### config.mk
export PLATFORM = sky130hd
export DESIGN_NAME = regex_nth_last_matcher_flat
export DESIGN_NICKNAME = d
export VERILOG_FILES = /design/src/rtl/regex_nth_last_matcher_pkg.sv /design/src/rtl/regex_nth_last_matcher_if.sv /design/src/rtl/regex_char_cell.sv /design/src/rtl/regex_nth_last_matcher.sv /design/src/flat_wrapper.sv
export SDC_FILE = /design/constraint.sdc
export NUM_CORES = 1
export LEC_CHECK = 0
export BUFFER_PORTS_ARGS = -buffer_cell sky130_fd_sc_hd__buf_2
export CAP_MARGIN = 20
export CORE_AREA = 2 2 57 59
export CTS_BUF_LIST = sky130_fd_sc_hd__clkbuf_16
export DETAILED_ROUTE_END_ITERATION = 12
export DIE_AREA = 0 0 59 61
export GPL_TIMING_DRIVEN = 0
export PLACE_DENSITY = 0.74
export SYNTH_ARGS = -nofsm -noshare
export SYNTH_HDL_FRONTEND = slang
export SYNTH_SLANG_ARGS = --single-unit
export TNS_END_PERCENT = 1
### constraint.sdc
create_clock -name clk -period 1.8 [get_ports clk]
set_input_delay 0.09 -clock clk [delete_from_list [all_inputs] [get_ports clk]]
set_output_delay 0.09 -clock clk [all_outputs]
set_load 0.02 [all_outputs]
### src/rtl/regex_nth_last_matcher_pkg.sv
// rtl/regex_nth_last_matcher_pkg.sv - shared defaults and saturating increment for the nth-last matcher
package regex_pkg;

  localparam int DEF_N     = 20;
  localparam int DEF_POS_W = 16;
  localparam int DEF_CNT_W = 16;

  // Increment val, sticking at the all-ones value of a w-bit field
  function automatic logic [31:0] sat_inc(input logic [31:0] val, input int w);
    logic [31:0] max_v;
    max_v = (w >= 32) ? 32'hFFFF_FFFF : ((32'd1 << w) - 32'd1);
    return (val >= max_v) ? max_v : (val + 32'd1);
  endfunction

endpackage

### src/rtl/regex_nth_last_matcher_if.sv
// rtl/regex_nth_last_matcher_if.sv - char stream in / verdict out bundle; MATCH_COUNT_EN adds the counter signals
interface regex_nth_last_matcher_if
  import regex_pkg::*;
#(
  parameter int POS_W = DEF_POS_W
`ifdef MATCH_COUNT_EN
  ,
  parameter int CNT_W = DEF_CNT_W
`endif
);

  logic             i_valid;
  logic             i_c;
  logic             lit;
  logic             o_valid;
  logic             o;
  logic [POS_W-1:0] pos;
`ifdef MATCH_COUNT_EN
  logic [CNT_W-1:0] match_cnt;
  logic [POS_W-1:0] first_pos;
  logic             first_vld;
`endif

`ifdef MATCH_COUNT_EN
  modport master (
    output i_valid, i_c, lit,
    input  o_valid, o, pos, match_cnt, first_pos, first_vld
  );
  modport slave (
    input  i_valid, i_c, lit,
    output o_valid, o, pos, match_cnt, first_pos, first_vld
  );
`else
  modport master (
    output i_valid, i_c, lit,
    input  o_valid, o, pos
  );
  modport slave (
    input  i_valid, i_c, lit,
    output o_valid, o, pos
  );
`endif

endinterface

### src/rtl/regex_char_cell.sv
// rtl/regex_char_cell.sv - one NFA position: enabled d register with synchronous flush
module regex_char_cell (
  input  logic clk,
  input  logic reset,
  input  logic i_clr,
  input  logic i_en,
  input  logic i_d,
  output logic o_q
);

  logic r_q;

  // A char load beats a flush so the head cell can start a new string in the clear cycle
  always_ff @(posedge clk) begin
    if (reset) begin
      r_q <= 1'b0;
    end else if (i_en) begin
      r_q <= i_d;
    end else if (i_clr) begin
      r_q <= 1'b0;
    end
  end

  assign o_q = r_q;

endmodule

### src/rtl/regex_nth_last_matcher.sv
// rtl/regex_nth_last_matcher.sv - streaming (0|1)*.L.(0|1){N} matcher; MATCH_COUNT_EN adds match counters
module regex_nth_last_matcher
  import regex_pkg::*;
#(
  parameter int N     = DEF_N,
  parameter int POS_W = DEF_POS_W
`ifdef MATCH_COUNT_EN
  ,
  parameter int CNT_W = DEF_CNT_W
`endif
) (
  input  logic                   clk,
  input  logic                   reset,
  input  logic                   clear,
  regex_nth_last_matcher_if.slave bus
);

  logic [N:0]       w_s;
  logic             w_match;
  logic             r_valid;
  logic [POS_W-1:0] r_pos;

  // The star state is always live, so the head cell just records whether this char is L
  assign w_match = (bus.i_c == bus.lit);

  genvar k;
  generate
    for (k = 0; k <= N; k++) begin : g_cell
      logic w_d;
      if (k == 0) begin : g_head
        assign w_d = w_match;
      end else begin : g_tail
        // A clear in the same cycle as a char must not shift old state down the chain
        assign w_d = clear ? 1'b0 : w_s[k-1];
      end
      regex_char_cell u_cell (
        .clk   (clk),
        .reset (reset),
        .i_clr (clear),
        .i_en  (bus.i_valid),
        .i_d   (w_d),
        .o_q   (w_s[k])
      );
    end
  endgenerate

  // Per-char pulse and saturating position; a clear with a char makes that char number one
  always_ff @(posedge clk) begin
    if (reset) begin
      r_valid <= 1'b0;
      r_pos   <= '0;
    end else if (bus.i_valid) begin
      r_valid <= 1'b1;
      r_pos   <= clear ? POS_W'(1) : POS_W'(sat_inc(32'(r_pos), POS_W));
    end else begin
      r_valid <= 1'b0;
      if (clear) begin
        r_pos <= '0;
      end
    end
  end

  // The last cell is itself the verdict register: it holds across gaps and clears with the string
  assign bus.o       = w_s[N];
  assign bus.o_valid = r_valid;
  assign bus.pos     = r_pos;

`ifdef MATCH_COUNT_EN
  logic [CNT_W-1:0] r_match_cnt;
  logic [POS_W-1:0] r_first_pos;
  logic             r_first_vld;
  logic             w_hit;

  assign w_hit = r_valid && w_s[N];

  // Count verdict pulses and latch the position of the first one in the string
  always_ff @(posedge clk) begin
    if (reset || clear) begin
      r_match_cnt <= '0;
      r_first_pos <= '0;
      r_first_vld <= 1'b0;
    end else if (w_hit) begin
      r_match_cnt <= CNT_W'(sat_inc(32'(r_match_cnt), CNT_W));
      if (!r_first_vld) begin
        r_first_pos <= r_pos;
        r_first_vld <= 1'b1;
      end
    end
  end

  assign bus.match_cnt = r_match_cnt;
  assign bus.first_pos = r_first_pos;
  assign bus.first_vld = r_first_vld;
`endif

endmodule
### src/flat_wrapper.sv
// flat-port wrapper written by rule: the top's interface ports become plain ports
module regex_nth_last_matcher_flat import regex_pkg::*;
#(
  parameter int N     = DEF_N,
  parameter int POS_W = DEF_POS_W

)
  (clk, reset, clear, bus_i_valid, bus_i_c, bus_lit, bus_o_valid, bus_o, bus_pos);
  regex_nth_last_matcher_if #(.POS_W(POS_W)) bus_i ();
  input  logic clk;
  input  logic reset;
  input  logic clear;
  input wire logic [$bits(bus_i.i_valid)-1:0] bus_i_valid;
  input wire logic [$bits(bus_i.i_c)-1:0] bus_i_c;
  input wire logic [$bits(bus_i.lit)-1:0] bus_lit;
  output wire logic [$bits(bus_i.o_valid)-1:0] bus_o_valid;
  output wire logic [$bits(bus_i.o)-1:0] bus_o;
  output wire logic [$bits(bus_i.pos)-1:0] bus_pos;
  assign bus_i.i_valid = bus_i_valid;
  assign bus_i.i_c = bus_i_c;
  assign bus_i.lit = bus_lit;
  assign bus_o_valid = bus_i.o_valid;
  assign bus_o = bus_i.o;
  assign bus_pos = bus_i.pos;
  regex_nth_last_matcher #(.N(N), .POS_W(POS_W)) u_core (.clk(clk), .reset(reset), .clear(clear), .bus(bus_i));
endmodule
==> results of run 1 <==
-- routing by layer --
layer | vias to the layer above | GRT usage [%] | share of wire (%)
met5 | - | 0 | 0
met4 | 0 | 10.1 | 2.0
met3 | 8 | 6.61 | 4.4
met2 | 41 | 36.8 | 52
met1 | 640 | 23.1 | 42
li1 | 654 | - | -
-- per-stage QoR --
stage          TNS, ps  total power, W
4_1_cts              0         0.00175
3_5_place_dp      -250        0.000943
6_report             0         0.00174
3_3_place_gp     -49.1        0.000940
5_1_grt           -226         0.00179
2_1_floorplan        0        0.000921
-- registers in the layout, indices dropped and copies added (netlist names) --
register	count
u_core.g_cell.u_cell.o_q	21
u_core.bus.pos	16
u_core.bus.o_valid	1
-- power by group through the flow --
stage	Sequential, W	Combinational [W]	Clock, W
after global placement	0.000871	0.0000692	0
after detailed placement	0.000871	0.0000717	0
after floorplan	0.000875	0.0000463	0
final	0.000852	0.0000797	0.000808
after global routing	0.000852	0.0000877	0.000853
after CTS	0.000855	0.0000736	0.000818
-- path summary, 6_finish.rpt --
| path | start | depth (start not counted) | slack [ps] | end |
|---|---|---|---|---|
| hold reg to reg | u_core.g_cell[14].u_cell.o_q$_SDFF_PP0_ | 2 | 490 | u_core.g_cell[14].u_cell.o_q$_SDFF_PP0_ |
| setup reg to reg | u_core.bus.pos[8]$_SDFFE_PP0P_ | 5 | 6 | u_core.bus.pos[6]$_SDFFE_PP0P_ |
| setup / recovery | u_core.bus.pos[8]$_SDFFE_PP0P_ | 5 | 6 | u_core.bus.pos[6]$_SDFFE_PP0P_ |
| hold / removal | reset | 2 | 30 | u_core.bus.o_valid$_SDFF_PP0_ |
-- cell families after synthesis --
logic type / after synthesis / share of synthesized area, %
flip-flops: 38 / 49.4
buffers and inverters: 9 / 2.84
multiplexers: 20 / 13.0
XOR/XNOR: 2 / 1.14
AO/OA/AOI/OAI: 26 / 10.1
AND/OR/NAND/NOR: 64 / 22.7
adder cells (fa/ha/maj): 1 / 0.812
-- worst max-delay path: cells and delay by family, from the launching register on --
kind,cells,cell delay [ps]
AO/OA/AOI/OAI,1,160
flip-flops,1,430
AND/OR/NAND/NOR,2,820
buffers and inverters,2,290
-- timing repair --
action                     in CTS  in global routing
resized for setup               5                  6
pin swaps                       0                  5
setup endpoints to repair       5                  4
buffers inserted                0                  6
-- placed cells by master (no fill, tap or decap), drive strengths merged, types with 2 or more instances in the layout --
cell type / synthesis / layout
a211oi: 2 / 2
a21oi: 6 / 6
a31oi: 8 / 8
and3: 2 / 2
and4: 5 / 5
buf: 3 / 31
clkbuf: 5 / 10
clkinv: 0 / 3
dfxtp: 38 / 38
mux2i: 20 / 20
nand2: 3 / 3
nand3: 4 / 4
nand4: 5 / 5
nor2: 27 / 27
nor2b: 2 / 2
nor3: 8 / 8
nor4: 4 / 4
o21ai: 6 / 6
o21bai: 2 / 2
xnor2: 2 / 2
-- final cells by class --
type,instances,share of cell area (%)
multi-input cells,113,41.0
inverters,1,0.192
flip-flops and latches,38,39.7
clock buffers,5,6.41
plain buffers,8,2.05
clock inverters,3,0.577
repair buffers,28,7.95
well taps,33,2.12
==> summary.txt, run 1 <==
Status
  – Status: completed

Detailed routing
  – Pre-antenna DRT Iters: 4
  – 1st-iter DRT viols: 159
  – Vias: 1343
  – DR WL/cell: 15.1 µm
  – Total Routed Length: 3450 µm
  – Post-DRT Antenna Nets: 0
  – # DRC: 0
  – Vias per cell: 5.86

Setup path
  – Crit-path slowest cell: or4_4
  – Critical path peak fanout: 8
  – CP Data Arrival Time: 1990 ps
  – Critical setup path kind: reg2reg
  – CP peak stage delay: 630 ps
  – Startpoint type of the worst setup path: flip-flop
  – CP cell instances: nand3_2 -> or4_4 -> buf_6 -> buf_4 -> a31oi_1
  – Crit path required time: 2000 ps
  – Critical Path Sink Type: flip-flop

Place
  – Setup Slack @ Placement: -124 ps
  – GP Congestion: 0.962
  – Port Buffers: 22
  – HPWL after DPL: 2260 µm
  – Post-Place Cells: 215
  – Placed cell area: 1700 µm²

CTS
  – Max Buffers Root-to-Sink: 2
  – Hold-fix buffers, CTS: 0
  – CTS clk-pin slew, worst paths: 60 ps
  – Htree depth: 2
  – Root buf cell: clkbuf_16
  – Clk_lat worst skew: 280 ps
  – TritonCTS buffer count: 5
  – Clk sink count: 38
  – CTS tree: yes

Yosys
  – Syn. warnings: 0
  – Register area share after synthesis: 49.4%
  – Distinct cell type count after synthesis: 32
  – Synth cell count leaders: dfxtp_1, nor2_1, mux2i_1, a31oi_1
  – FFs w/ async S/R, synth: 0%
  – Top post-synthesis cells by area: dfxtp_1, mux2i_1, nor2_1, a31oi_1, and4_2
  – Post-synth top area share: 49.4%
  – Net Count, Synth: 167
  – Mapped Cells: 160
  – Post-Syn Area per Cell: 9.63 µm²
  – Most common cell in the netlist: dfxtp_1
  – Netlist Area Pre-Place: 1540 µm²
  – Top FF cell, synth: dfxtp_1
  – Yosys top cell by area: dfxtp_1
  – EDFF count, synth: 0
  – Register bit total from synthesis: 38

Floorplanning
  – Core Box Area: 2950 µm²
  – Initial Utilization: 52.2%
  – Row count: 20
  – I/O pins: 24
  – Die Area: 3600 µm²
  – Die extent in x: 59 µm
  – Chip height: 61 µm

STA
  – Slew Limit Headroom: 59.2%
  – Fmax: 557 MHz
  – RSZ-0062 raised after global routing: yes
  – Setup violators final: 0
  – Worst slew pin tran: 613 ps
  – Max-slew violations: 0
  – Final setup skew: 5.27 ps
  – Crit share post-route: 99.7%
  – Fin crit period: 1790 ps
  – Hold Fails Final Rpt: 0
  – Fin Hold WS: 28.6 ps
  – Slack of the critical path: 5.66 ps

Cells and area
  – Final instance area: 1950 µm²
  – Multi-input logic area: 800 µm²
  – Ant. Diodes: 0
  – Final Instance Count excl. Fillers: 229
  – Post-layout util: 66.1%
  – Area delta synth->final: 26.5%
  – Number of fill cells: 245
  – Nets: 202
  – Share of layout cells above drive strength 1: 29.6%
  – Sequential cell area: 774 µm²

GRT
  – First-pass GRT wire length: 5550 µm
  – Vias in the first global route: 1264
  – Gr usage total: 21.0%
  – Largest net degree at the start of global routing: 12
  – Initial antenna violation count: 0
  – GRT overflow: 0

Min path
  – Worst hold-check path type: in2reg

Power and ir drop
  – Logic pwr share: 4.6%
  – Internal power: 0.00138 W
  – Maximum VDD drop: 708 µV
  – Flop pwr share: 49.0%
  – Sw Ratio: 20.9%
  – Pleak: 0.783 nW
  – Clock power frac: 46.5%
  – Pwr Density: 892 nW/µm²
  – Sw power: 0.000364 W

Job
  – Max-cap violations: 0
No activity file was read; power rests on OpenSTA's default activity.
==> run 2: changes to the inputs <==
- CORE_AREA: 2 2 57 59 -> 2 2 61 63
- DIE_AREA: 0 0 59 61 -> 0 0 63 65
- PLACE_DENSITY: 0.74 -> 0.75
- SYNTH_HIERARCHICAL: unset -> 1
==> summary.txt, run 2 <==
CTS
  – Max Buffers Root-to-Sink: 2 (unchanged)
  – Htree depth: 2 (unchanged)
  – Clk_lat worst skew: 270 ps (about the same)
  – CTS tree: yes
  – TritonCTS buffer count: 5 (unchanged)
  – Setup repair bufs after CTS: 0 (unchanged)
  – Clk sink count: 38 (unchanged)
  – CTS clk-pin slew, worst paths: 50 ps (about the same)
  – PostCTS Resize Cnt: 0 (-5)
  – Hold-fix buffers, CTS: 0 (unchanged)
  – Root buf cell: clkbuf_16

STA
  – Final setup skew: 5.16 ps (-0.101 ps)
  – Max-slew violations: 0 (unchanged)
  – Setup violators final: 0 (unchanged)
  – Setup TNS Final: 0 ps (unchanged)
  – Fin crit period: 1610 ps (-183 ps)
  – Fmax: 621 MHz (+11%)
  – Crit share post-route: 89.5% (-10 points)
  – Hold Fails Final Rpt: 0 (unchanged)
  – Slew Limit Headroom: 55.8% (-3.4 points)
  – RSZ-0062 raised after global routing: no
  – Worst slew pin tran: 663 ps (+50.4 ps)

Yosys
  – Net Count, Synth: 211 (+26%)
  – FFs w/ async S/R, synth: 0% (unchanged)
  – Yosys top cell by area: dfxtp_1
  – Top post-synthesis cells by area: dfxtp_1, or3b_1, nor2b_1, a21oi_1, nand2_1
  – Post-Syn Area per Cell: 9.00 µm² (-6.6%)
  – Mapped Cells: 204 (+28%)
  – Top FF cell, synth: dfxtp_1
  – Synth cell count leaders: dfxtp_1, nand2_1, a21oi_1, nor2b_1, or3b_1
  – Most common cell in the netlist: dfxtp_1
  – Register bit total from synthesis: 38 (unchanged)
  – Distinct cell type count after synthesis: 37 (+16%)
  – EDFF count, synth: 0 (unchanged)
  – Syn. warnings: 6 (+6)
  – Register area share after synthesis: 41.4% (-7.9 points)
  – Post-synth top area share: 41.4% (-7.9 points)
  – Netlist Area Pre-Place: 1840 µm² (+19%)

Min path
  – Hold EP: u_core/g_cell[0].u_cell/o_q$_SDFFE_PP0P_
  – Hold_sp: bus_i_c
  – Worst Hold Path Cells: 4 (+2)
  – Worst hold-check path type: in2reg

Place
  – GP Congestion: 0.770 (-20%)
  – Port Buffers: 23 (+4.5%)
  – Placed cell area: 2010 µm² (+18%)
  – HPWL after DPL: 2220 µm (-1.7%)

Floorplanning
  – Chip height: 65 µm (+6.6%)
  – Row count: 22 (+10%)
  – I/O pins: 24 (unchanged)
  – Core Box Area: 3500 µm² (+18%)
  – Die Area: 4100 µm² (+14%)
  – Initial Utilization: 52.5% (+0.30 points)
  – Die extent in x: 63 µm (+6.8%)

Cells and area
  – Max reg flops: 21 (unchanged)
  – Post-layout util: 61.5% (-4.6 points)
  – Share of layout cells above drive strength 1: 19.6% (-10 points)
  – Ant. Diodes: 0 (unchanged)
  – Final instance area: 2150 µm² (+10%)
  – Area delta synth->final: 17.0%
  – Most frequent cells in the layout: dfxtp_1, nand2_1, buf_2, a21oi_1, nor2b_1
  – Nets: 241 (+19%)
  – Most common cell after layout, fill and taps aside: dfxtp_1

GRT
  – Gr usage total: 18.6% (-2.3 points)
  – GRT overflow: 0 (unchanged)
  – Initial antenna violation count: 0 (unchanged)
  – First-pass GRT wire length: 6110 µm (+10%)
  – Largest net degree at the start of global routing: 46 (+34)
  – Vias in the first global route: 1372 (+8.5%)

Setup path
  – Startpoint type of the worst setup path: flip-flop
  – Reg2Reg Depth: 5 (unchanged)
  – Setup slack, reg-to-reg: 190 ps (+180 ps)
  – Crit path required time: 1950 ps (-50 ps)
  – Critical Path Sink Type: flip-flop
  – Worst R2R Start: u_core/bus.pos[1]$_SDFFE_PP0P_
  – Reg2reg end: u_core/bus.pos[8]$_SDFFE_PP0P_
  – CP Data Arrival Time: 1760 ps (-230 ps)
  – Critical setup path kind: reg2reg
  – Critical path peak fanout: 5 (-3)

Detailed routing
  – Top Metal Used: met4
  – 1st-iter DRT viols: 67 (-58%)
  – Total Routed Length: 3520 µm (+2.1%)
  – Pre-antenna DRT Iters: 5 (+1)
  – # DRC: 0 (unchanged)
  – WL met2: 1550 µm (-13%)
  – Post-DRT Antenna Nets: 0 (unchanged)
  – Vias per cell: 5.48 (-6.6%)
  – Vias: 1550 (+15%)
  – DR WL met3: 138 µm (-9.8%)
  – Met1 Wirelength: 1790 µm (+24%)
  – DR WL/cell: 12.4 µm (-17%)

Status
  – Status: completed

Job
  – Max-cap violations: 0 (unchanged)

Power and ir drop
  – Pleak: 0.766 nW (-2.1%)
  – Total power: 0.00173 W (-0.66%)
  – Pwr Density: 804 nW/µm² (-9.8%)
  – Maximum VDD drop: 540 µV (-24%)
## run 2: worst max path at each step
| stage | start | end | slack, ps | cells after the start |
|---|---|---|---|---|
| 2_1_floorplan | u_core/bus.pos[1]$_SDFFE_PP0P_ | u_core/bus.pos[8]$_SDFFE_PP0P_ | 280 | 5 |
| 3_5_place_dp | bus_i_valid | u_core/bus.pos[8]$_SDFFE_PP0P_ | 230 | 5 |
| 4_1_cts | u_core/bus.pos[0]$_SDFFE_PP0P_ | u_core/bus.pos[8]$_SDFFE_PP0P_ | 220 | 5 |
| 6_report | u_core/bus.pos[1]$_SDFFE_PP0P_ | u_core/bus.pos[8]$_SDFFE_PP0P_ | 190 | 5 |
| 3_3_place_gp | bus_i_valid | u_core/bus.pos[8]$_SDFFE_PP0P_ | 250 | 5 |
| 5_1_grt | u_core/bus.pos[0]$_SDFFE_PP0P_ | u_core/bus.pos[8]$_SDFFE_PP0P_ | 140 | 5 |
## run 2: cell families after synthesis
family	count (synthesis)	share of synthesized area, %
compound gates	47	14.9
xor+xnor	1	0.477
fa+ha+maj	1	0.682
buf+inv	8	1.70
flops	38	41.4
mux	1	0.545
simple gates	108	40.2
## run 2: layer usage
metal  up-vias  track usage [%]
li1        805                -
met1       714             24.0
met2        27             30.2
met3         4             5.38
met4         0             5.83
met5         -                0
## run 2: worst max-delay path, cell delays in order, from the launching register on
cell	delay (ps)
dfxtp_1	420
ha_1	270
nand4_1	210
nor2_1	280
and4b_1	250
nor3_2	50
## run 2: where the power goes
part           internal, W  leakage [nW]  switching (W)  total [W]
Clock             0.000499        0.0724       0.000300   0.000799
Combinational    0.0000194         0.387      0.0000571  0.0000765
Sequential        0.000848         0.307     0.00000503   0.000853
Total              0.00137         0.766       0.000362    0.00173
## run 2: per-stage QoR
stage	cells	hold WS, ps	worst slack (ps)
floorplan	204	157	277
global placement	275	398	250
detailed placement	275	387	229
CTS	283	105	215
global route	283	173	137
finish	283	106	189
## run 2: cell type report
| cell class | count | area (µm²) |
|---|---|---|
| fillers | 319 | 1350 |
| multi-input cells | 158 | 1040 |
| flip-flops and latches | 38 | 761 |
| clock buffers | 5 | 125 |
| repair buffers | 23 | 115 |
| well taps | 48 | 60.1 |
| plain buffers | 4 | 16.3 |
| inverters | 4 | 15.0 |
| clock inverters | 3 | 12.5 |
==> run 3: changes to the inputs <==
- ABC_AREA: unset -> 1
- CORE_AREA: 2 2 61 63 -> 2 2 66 68
- DIE_AREA: 0 0 63 65 -> 0 0 68 70
- PLACE_DENSITY: 0.75 -> 0.77
==> summary.txt, run 3 <==
Setup path
  – CP cell instances: ha_1 -> nand3_2 -> inv_2 -> nand2_4 -> nor2_4 -> nand2_4 -> buf_6 -> nand3_2 -> nand2_1 -> a21oi_2
  – Reg2Reg Depth: 10 (+5)
  – CP Data Arrival Time: 1860 ps (+100 ps)
  – Crit-path slowest cell: dfxtp_1
  – WP buf/inv: 2 (+2)
  – Delay-heaviest family, CP: simple AND/OR/NAND/NOR gates
  – Critical Path Sink Type: flip-flop
  – CP Launch Point: u_core/bus.pos[1]$_SDFFE_PP0P_
  – Worst R2R Start: u_core/bus.pos[1]$_SDFFE_PP0P_
  – Critical path peak fanout: 10 (+5)
  – Critical setup path kind: reg2reg
  – WP depth: 10 (+5)
  – Crit path required time: 2010 ps (+60 ps)
  – CP peak stage delay: 410 ps (about the same)
  – Startpoint type of the worst setup path: flip-flop
  – Reg2reg end: u_core/bus.pos[3]$_SDFFE_PP0P_
  – Crit path to: u_core/bus.pos[3]$_SDFFE_PP0P_
  – Setup slack, reg-to-reg: 140 ps (-40 ps)

Place
  – Port Buffers: 23 (unchanged)
  – HPWL after DPL: 3040 µm (+37%)
  – GP Congestion: 0.844 (+9.6%)
  – Placed cell area: 2450 µm² (+22%)

STA
  – Slew Limit Headroom: 50.5% (-5.3 points)
  – Hold Fails Final Rpt: 0 (unchanged)
  – Final setup skew: 2.30 ps (-2.87 ps)
  – Setup violators final: 0 (unchanged)
  – Worst slew pin tran: 743 ps (+79.6 ps)
  – Crit share post-route: 92.0% (+2.5 points)
  – Setup TNS Final: 0 ps (unchanged)
  – Fin crit period: 1660 ps (+44.5 ps)
  – Fmax: 604 MHz (-2.7%)
  – Max-slew violations: 0 (unchanged)
  – RSZ-0062 raised after global routing: no
  – Fin Hold WS: 165 ps (+58.8 ps)

Detailed routing
  – Vias per cell: 4.62 (-16%)
  – 1st-iter DRT viols: 140 (+110%)
  – Vias: 2119 (+37%)
  – Total Routed Length: 4490 µm (+28%)
  – DR WL/cell: 9.78 µm (-21%)
  – Post-DRT Antenna Nets: 0 (unchanged)
  – Pre-antenna DRT Iters: 4 (-1)
  – # DRC: 0 (unchanged)

CTS
  – PostCTS Resize Cnt: 0 (unchanged)
  – Root buf cell: clkbuf_16
  – Setup repair bufs after CTS: 0 (unchanged)
  – Clk sink count: 38 (unchanged)
  – Clk_lat worst skew: 270 ps (about the same)
  – Max Buffers Root-to-Sink: 2 (unchanged)
  – Htree depth: 2 (unchanged)
  – TritonCTS buffer count: 5 (unchanged)
  – CTS clk-pin slew, worst paths: 60 ps (about the same)
  – Hold-fix buffers, CTS: 0 (unchanged)
  – CTS tree: yes

GRT
  – Initial antenna violation count: 0 (unchanged)
  – GRT overflow: 0 (unchanged)
  – Gr usage total: 20.7% (+2.0 points)
  – Vias in the first global route: 1873 (+37%)
  – First-pass GRT wire length: 7710 µm (+26%)
  – Largest net degree at the start of global routing: 47 (+2.2%)

Floorplanning
  – Chip height: 70 µm (+7.7%)
  – I/O pins: 24 (unchanged)
  – Row count: 24 (+9.1%)
  – Initial Utilization: 54.7% (+2.2 points)
  – Die extent in x: 68 µm (+7.9%)
  – Die Area: 4760 µm² (+16%)
  – Core Box Area: 4140 µm² (+19%)

Yosys
  – Netlist Area Pre-Place: 2270 µm² (+24%)
  – Post-synth top area share: 33.6% (-7.9 points)
  – Yosys top cell by area: dfxtp_1
  – Largest family of logic cells by synthesized area: simple AND/OR/NAND/NOR gates
  – EDFF count, synth: 0 (unchanged)
  – Simple-Gate Fraction of Synth Area: 34.2% (-6.0 points)
  – Register area share after synthesis: 33.6% (-7.9 points)
  – Compound-Gate Fraction of Synth Area: 11.0% (-3.9 points)
  – Adder-cell share of the synthesized area: 0.552% (-0.13 points)
  – Register bit total from synthesis: 38 (unchanged)
  – Distinct cell type count after synthesis: 24 (-35%)
  – Top FF cell, synth: dfxtp_1
  – Post-synthesis mux area share: 0% (-0.55 points)
  – Net Count, Synth: 384 (+82%)
  – Syn. warnings: 6 (unchanged)
  – Most common cell in the netlist: inv_1
  – Post-Syn Area per Cell: 6.01 µm² (-33%)
  – XOR/XNOR share of the synthesized area: 1.93% (+1.5 points)
  – Mapped Cells: 377 (+85%)
  – FFs w/ async S/R, synth: 0% (unchanged)
  – Synth cell count leaders: inv_1, nand2_1, nor2_1, dfxtp_1, a21oi_1
  – Top post-synthesis cells by area: dfxtp_1, inv_1, nand2_1, nor2_1, a21oi_1

Power and ir drop
  – Pleak: 1.36 nW (+77%)
  – Pwr Density: 728 nW/µm² (-9.5%)
  – Maximum VDD drop: 310 µV (-43%)

Status
  – Status: completed

Cells and area
  – Number of fill cells: 418 (+31%)
  – Sequential cell area: 761 µm² (unchanged)
  – Most common cell after layout, fill and taps aside: inv_1
  – Share of layout cells above drive strength 1: 13.8% (-5.8 points)
  – Final instance area: 2580 µm² (+20%)
  – Area delta synth->final: 13.9%
  – Nets: 414 (+72%)
  – Max reg flops: 21 (unchanged)
  – Most frequent cells in the layout: inv_1, nand2_1, nor2_1, dfxtp_1, a21oi_1
  – Multi-input logic area: 1080 µm² (+3.7%)
  – Ant. Diodes: 0 (unchanged)

Min path
  – Hold_sp: bus_i_c
  – Worst hold-check path type: in2reg

Job
  – Max-cap violations: 0 (unchanged)
## run 3: through the flow
step                total power [W]  setup WS, ps  cells  utilization (%)
finish                      0.00188           144    459             62.3
global route                0.00199          14.2    459             62.3
CTS                         0.00190           144    459             62.3
detailed placement          0.00108          94.8    452             59.1
global placement            0.00108           114    452             59.1
floorplan                   0.00102           225    377                -
## run 3: how the worst min path moves through the flow
stage	end	cells after the start
finish	u_core/g_cell[0].u_cell/o_q$_SDFFE_PP0P_	6
global route	u_core/g_cell[0].u_cell/o_q$_SDFFE_PP0P_	6
CTS	u_core/g_cell[0].u_cell/o_q$_SDFFE_PP0P_	6
detailed placement	u_core/g_cell[0].u_cell/o_q$_SDFFE_PP0P_	6
global placement	u_core/g_cell[0].u_cell/o_q$_SDFFE_PP0P_	6
floorplan	u_core/bus.pos[0]$_SDFFE_PP0P_	1
## run 3: cell families (layout without fill, tap and decap cells)
kind of cell / after synthesis / after routing
AO/OA/AOI/OAI: 44 / 44
XOR/XNOR: 5 / 5
adder cells (fa/ha/maj): 1 / 1
buffers and inverters: 109 / 139
flip-flops: 38 / 38
AND/OR/NAND/NOR: 180 / 180
## run 3: cell type report
| cell class | instances | share of cell area [%] |
|---|---|---|
| Sequential cell | 38 | 29.5 |
| Multi-Input combinational cell | 230 | 41.9 |
| Clock inverter | 2 | 0.388 |
| Timing Repair Buffer | 23 | 4.46 |
| Buffer | 7 | 1.60 |
| Clock buffer | 5 | 4.84 |
| Inverter | 102 | 14.8 |
| Tap cell | 52 | 2.52 |
## run 3: worst reg2reg max path: cells and delay by family, from the launching register on
family / cells / cell delay (ps)
AO/OA/AOI/OAI: 1 / 130
adder cells (fa/ha/maj): 1 / 260
buffers and inverters: 2 / 270
flip-flops: 1 / 410
AND/OR/NAND/NOR: 6 / 540
## run 3: power by group
part	switching, W	internal (W)	leakage [nW]
Sequential	0.0000142	0.000870	0.311
Combinational	0.000120	0.0000592	0.977
Clock	0.000316	0.000499	0.0694
Total	0.000451	0.00143	1.36
## run 3: metal layers
layer  part of all wire (%)  GRT usage [%]  up-vias
li1                       -              -     1158
met1                     47           23.2      930
met3                    3.6           5.48        2
met4                   0.65           9.11        0
met5                      0              0        -
met2                     49           35.6       29
